===== src/rtl/fetch_prefetch_unit.sv =====
// Instruction fetch stage: owns the PC, reads a 1-cycle-latency ROM and buffers words with their PCs
// in a small prefetch queue. Execute-stage redirects flush all speculative fetches.
module fetch_prefetch_unit #(
  parameter int                    Data_Width        = 32,
  parameter int                    Address_Width_ROM = 12,
  parameter logic [Data_Width-1:0] Reset_PC          = '0,
  parameter int                    FIFO_Depth        = 2
) (
  input  logic                         clk,
  input  logic                         rst,
  input  logic                         PCsrc,
  input  logic                         JalrSel,
  input  logic [Data_Width-1:0]        branchPC,
  input  logic [Data_Width-1:0]        ImmOp,
  input  logic [Data_Width-1:0]        ALUout,
  output logic                         imemRe,
  output logic [Address_Width_ROM-1:0] imemAddr,
  input  logic [Data_Width-1:0]        imemData,
  output logic                         instrValid,
  input  logic                         instrReady,
  output logic [Data_Width-1:0]        instr,
  output logic [Data_Width-1:0]        pcOut,
  output logic [Data_Width-1:0]        newPC,
  output logic                         misalign
);

  localparam int PtrW = (FIFO_Depth > 1) ? $clog2(FIFO_Depth) : 1;
  localparam int CntW = $clog2(FIFO_Depth) + 1;

  logic [Data_Width-1:0] fetch_pc;
  logic [Data_Width-1:0] req_pc;
  logic                  inflight;
  logic                  kill;
  logic                  misalign_q;

  logic [Data_Width-1:0] q_instr [FIFO_Depth];
  logic [Data_Width-1:0] q_pc    [FIFO_Depth];
  logic [PtrW-1:0]       rd_ptr;
  logic [PtrW-1:0]       wr_ptr;
  logic [CntW-1:0]       count;

  logic                  pop;
  logic                  push;
  logic                  issue;
  logic [CntW:0]         occupancy;
  logic [Data_Width-1:0] target;
  logic [Data_Width-1:0] target_aligned;

  assign instrValid = (count != '0);
  assign pop        = instrValid & instrReady;

  // A redirect in the response cycle wins over the push; kill guards a response launched before a redirect.
  assign push = inflight & ~kill & ~PCsrc;

  // Credit counts the outstanding read so a returning word always has a free slot.
  assign occupancy = {1'b0, count} + (CntW+1)'(inflight) - (CntW+1)'(pop);
  assign issue     = ~rst & ~PCsrc & (occupancy < (CntW+1)'(FIFO_Depth));

  assign target = JalrSel ? (ALUout & {{(Data_Width-1){1'b1}}, 1'b0})
                          : (branchPC + ImmOp);
  assign target_aligned = {target[Data_Width-1:2], 2'b00};

  assign imemRe   = issue;
  assign imemAddr = fetch_pc[Address_Width_ROM-1:0];
  assign misalign = misalign_q;

  // NOTE: sequential state uses non-blocking assignments so every register samples pre-edge values.
  always_ff @(posedge clk) begin
    if (rst) begin
      fetch_pc   <= Reset_PC;
      req_pc     <= Reset_PC;
      inflight   <= 1'b0;
      kill       <= 1'b0;
      misalign_q <= 1'b0;
      count      <= '0;
      rd_ptr     <= '0;
      wr_ptr     <= '0;
    end else begin
      inflight   <= issue;
      kill       <= PCsrc & inflight;
      misalign_q <= PCsrc & (|target[1:0]);

      if (PCsrc) begin
        fetch_pc <= target_aligned;
      end else if (issue) begin
        fetch_pc <= fetch_pc + Data_Width'(4);
      end

      if (issue) begin
        req_pc <= fetch_pc;
      end

      if (PCsrc) begin
        count  <= '0;
        rd_ptr <= '0;
        wr_ptr <= '0;
      end else begin
        if (pop) begin
          rd_ptr <= rd_ptr + PtrW'(1);
        end
        if (push) begin
          wr_ptr <= wr_ptr + PtrW'(1);
        end
        count <= count + CntW'(push) - CntW'(pop);
      end
    end
  end

  // NOTE: queue storage is deliberately not reset; count alone decides which slots are meaningful.
  always_ff @(posedge clk) begin
    if (push & ~rst) begin
      q_instr[wr_ptr] <= imemData;
      q_pc[wr_ptr]    <= req_pc;
    end
  end

  // NOTE: every output of this block gets a default first, so no latch can be inferred.
  always_comb begin
    instr = '0;
    pcOut = '0;
    newPC = '0;
    if (instrValid) begin
      instr = q_instr[rd_ptr];
      pcOut = q_pc[rd_ptr];
      newPC = q_pc[rd_ptr] + Data_Width'(4);
    end
  end

endmodule

===== config.mk =====
export PLATFORM = sky130hd
export DESIGN_NAME = fetch_prefetch_unit
export DESIGN_NICKNAME = d
export VERILOG_FILES = /design/src/rtl/fetch_prefetch_unit.sv
export SDC_FILE = /design/constraint.sdc
export NUM_CORES = 1
export LEC_CHECK = 0
export CAP_MARGIN = 0
export CORE_AREA = 2 2 147 149
export CTS_CLUSTER_DIAMETER = 50
export DETAILED_ROUTE_END_ITERATION = 6
export DIE_AREA = 0 0 149 151
export GPL_TIMING_DRIVEN = 0
export MAX_ROUTING_LAYER = met4
export PLACE_DENSITY = 0.88
export RECOVER_POWER = 100
export SYNTH_ARGS = -nofsm -noshare
export SYNTH_HDL_FRONTEND = slang
export SYNTH_SLANG_ARGS = --single-unit

===== constraint.sdc =====
create_clock -name clk -period 9.2 [get_ports clk]
set_input_delay 1.38 -clock clk [delete_from_list [all_inputs] [get_ports clk]]
set_output_delay 1.38 -clock clk [all_outputs]
set_load 0.01 [all_outputs]

==> impl_metrics.env <==
export IMPL_tightestPinTransition_ns=1.16
export IMPL_die_w_um=149
export IMPL_synth_area_mm2=0.0104
export IMPL_start_util=0.502
export IMPL_end_kind="primary output"
export IMPL_stdcell_count=1620
export IMPL_drt_iter0_markers=565
export IMPL_powerDensity_mw_per_mm2=143
export IMPL_ys_warnings_count=0
export IMPL_ctsHtreeMaxLevel=4
export IMPL_crit_fanout=10
export IMPL_worstPathArrival_ns=5.31
export IMPL_root_buffer="clkbuf_16"
export IMPL_post_cts_resized=0
export IMPL_slowest_delay_ns=0.68
export IMPL_synthArstFlopShare=0
export IMPL_dieHeight_um=151
export IMPL_synth_ff_type="edfxtp_1"
export IMPL_path_cells="dlygate4sd3_1 -> nor2b_1 -> ha_1 -> nor2_1 -> fa_1 -> or3_1 -> clkbuf_1 -> inv_1 -> clkbuf_1 -> clkbuf_1 -> dlygate4sd3_1"
export IMPL_place_gp_congestion=0.904
export IMPL_fin_area_mm2=0.0137
export IMPL_detail_route_vias_per_cell=5.48
export IMPL_tns_ns=0
export IMPL_route_vias_total=8871
export IMPL_grt_antenna_before_repair=2
export IMPL_finalCritPeriodShare=0.727
export IMPL_antenna_left=0
export IMPL_cpMaxStageDelayCell="dlygate4sd3_1"
export IMPL_cts_setup_buffers=0
export IMPL_die_area_mm2=0.0225
export IMPL_portBuffers=234
export IMPL_min_period_ns=6.69
export IMPL_grtUsageMet3=0.0491
export IMPL_slew_viol_final=0
export IMPL_grt_pass1_wl_mm=44.3
export IMPL_clkTransAtPathRegs_ns=0.07
export IMPL_clk_latency_ns=0.43
export IMPL_clock_path_buffers=2
export IMPL_status="finished, final reports clean"
export IMPL_layout_nets=1501
export IMPL_finalWirelength_mm=28.2
export IMPL_p_leak_nw=5.10
export IMPL_grt_pass1_vias=8649
export IMPL_max_cap_violations=0
export IMPL_coreArea_mm2=0.0208
export IMPL_area_growth_pct=30.8
export IMPL_overflow=0
export IMPL_dp_cells=1586
export IMPL_syn_inst=1062
export IMPL_synth_seq_cells=192
export IMPL_rsz0062_at_grt="false"
export IMPL_cp_top_family="buffers and inverters"
export IMPL_hold_viol=0
export IMPL_skew_ns=0.00986
export IMPL_maxSlewHeadroom=0.217
export IMPL_synth_edf_count=124
export IMPL_busiest_layer="met2"
export IMPL_n_fill_cell=1583
export IMPL_start_kind="primary input"
export IMPL_path_class="primary input to primary output"
export IMPL_synth_distinct_cells=69
export IMPL_critPathBufInv=6
export IMPL_grt_use_met1=0.298
export IMPL_numClockSinks=192
export IMPL_hold_class="flop to flop"
export IMPL_cts_buffers=17
export IMPL_rows=53
export IMPL_ctsHoldBuffers=0
export IMPL_placed_area_mm2=0.0133
export IMPL_yosysSeqAreaShare=0.487
export IMPL_cts_tree="built"
export IMPL_crit_required_ns=7.82
export IMPL_setup_viol=0
export IMPL_timing_fmax_mhz=150
export IMPL_first_pass_iters=5
export IMPL_drc=0
export IMPL_hpwl_mm=22.4
export IMPL_wl_per_cell_um=17.4
export IMPL_crit_top_cell="clkbuf_1"
export IMPL_max_vdd_ir_drop_mv=0.138
export IMPL_drive_gt1_frac=0.0343
export IMPL_met2_usage=0.462
export IMPL_avgSynthCellArea_um2=9.84
export IMPL_ioPinCount=244
export IMPL_grt_max_degree=17
export IMPL_grt_usage=0.259
[worst register-to-register path: cells and delay by family, from the launching register on]
family / cells / cell delay, ns
XOR/XNOR: 1 / 0.16
flip-flops: 1 / 0.37
AND/OR/NAND/NOR: 8 / 1.94
buffers and inverters: 2 / 0.39
adder cells (fa/ha/maj): 2 / 0.73
AO/OA/AOI/OAI: 1 / 0.43
[Yosys cell counts, types with 6 or more instances]
cell | n | area, µm²
or3_1 | 6 | 37.5
nand4_1 | 10 | 62.6
a211oi_1 | 12 | 90.1
a31oi_1 | 7 | 43.8
mux2i_1 | 64 | 641
ha_1 | 36 | 450
dfxtp_1 | 68 | 1360
nor2_1 | 156 | 586
nand2_1 | 131 | 492
nor3_1 | 22 | 110
xnor2_1 | 58 | 508
buf_4 | 16 | 120
inv_1 | 22 | 82.6
a21oi_1 | 71 | 355
buf_2 | 9 | 45.0
a21o_1 | 21 | 158
edfxtp_1 | 124 | 3720
clkbuf_1 | 37 | 139
nor2b_1 | 11 | 68.8
nand3_1 | 24 | 120
o21ai_0 | 15 | 75.1
o211ai_1 | 7 | 52.6
nand3b_1 | 8 | 60.1
xor2_1 | 28 | 245
a311oi_1 | 13 | 114
and3_1 | 9 | 56.3
[cell type report]
cell class | count | area, µm² | share of cell area
Sequential cell | 192 | 5080 | 0.372
Antenna cell | 2 | 5.00 | 0.000366
Inverter | 22 | 82.6 | 0.00604
Timing Repair Buffer | 244 | 2380 | 0.174
Buffer | 67 | 319 | 0.0234
Tap cell | 275 | 344 | 0.0252
Multi-Input combinational cell | 786 | 4920 | 0.360
Clock buffer | 19 | 433 | 0.0317
Clock inverter | 13 | 90.1 | 0.00659
[routing by layer]
layer / up-vias / part of all wire / routed length [µm]
li1: 4303 / - / -
met1: 4129 / 0.40 / 11300
met2: 397 / 0.50 / 14100
met3: 42 / 0.080 / 2260
met4: 0 / 0.021 / 595
met5: - / 0 / 0
[path summary, 6_finish.rpt]
| path | startpoint | to | slack [ns] | cells past startpoint |
|---|---|---|---|---|
| min reg2reg | req_pc[16] | q_pc[0][16] | 0.46 | 0 |
| min | req_pc[16] | q_pc[0][16] | 0.46 | 0 |
| max | instrReady | imemRe | 2.51 | 11 |
| max reg2reg | count[1] | fetch_pc[26] | 5.05 | 14 |
[power breakdown]
group | total (mW) | internal, mW | switching, mW
sequential | 0.964 | 0.941 | 0.0237
combinational | 0.341 | 0.167 | 0.174
clock | 0.654 | 0.344 | 0.310
[flip-flops by register name, summed over array words and instances (netlist names), named ones only]
| name | flops |
|---|---|
| q_instr | 64 |
| q_pc | 60 |
| fetch_pc | 30 |
| req_pc | 30 |
| count | 2 |
| inflight | 1 |
| kill | 1 |
| misalign | 1 |
| rd_ptr | 1 |
| wr_ptr | 1 |
[per-stage QoR]
step	hold WS (ns)	worst slack, ns	util	power [mW]
global placement	0.431	-0.521	0.632	1.32
CTS	0.459	2.77	0.662	1.98
detailed placement	0.443	2.79	0.637	1.33
floorplan	0.425	2.27	-	1.18
finish	0.456	2.51	0.656	1.96
global route	0.474	2.32	0.656	2.04
[kinds of logic (layout without fill, tap and decap cells)]
group | after synthesis | in the layout | synth area share
other | 1 | 8 | 0.000359
adders and majority gates | 38 | 38 | 0.0469
buffers and inverters | 89 | 365 | 0.0410
muxes | 64 | 64 | 0.0613
and+or+nand+nor | 406 | 406 | 0.174
AOI/OAI and AO/OA | 186 | 186 | 0.118
DFF | 192 | 192 | 0.487
xor gates and xnor gates | 86 | 86 | 0.0721
[cells in the final DEF, fill, tap and decap left out, types with 17 or more instances in the layout]
cell type,synthesis,routed
nor2_1,156,156
a21oi_1,71,71
dlygate4sd3_1,0,129
clkbuf_16,0,17
xnor2_1,58,58
xor2_1,28,28
ha_1,36,36
nor3_1,22,24
dfxtp_1,68,68
clkbuf_1,37,62
nand3_1,24,24
clkdlybuf4s50_1,0,105
mux2i_1,64,64
inv_1,22,22
a21o_1,21,21
edfxtp_1,124,124
nand2_1,131,131
Power figures use the tool's default switching activity.
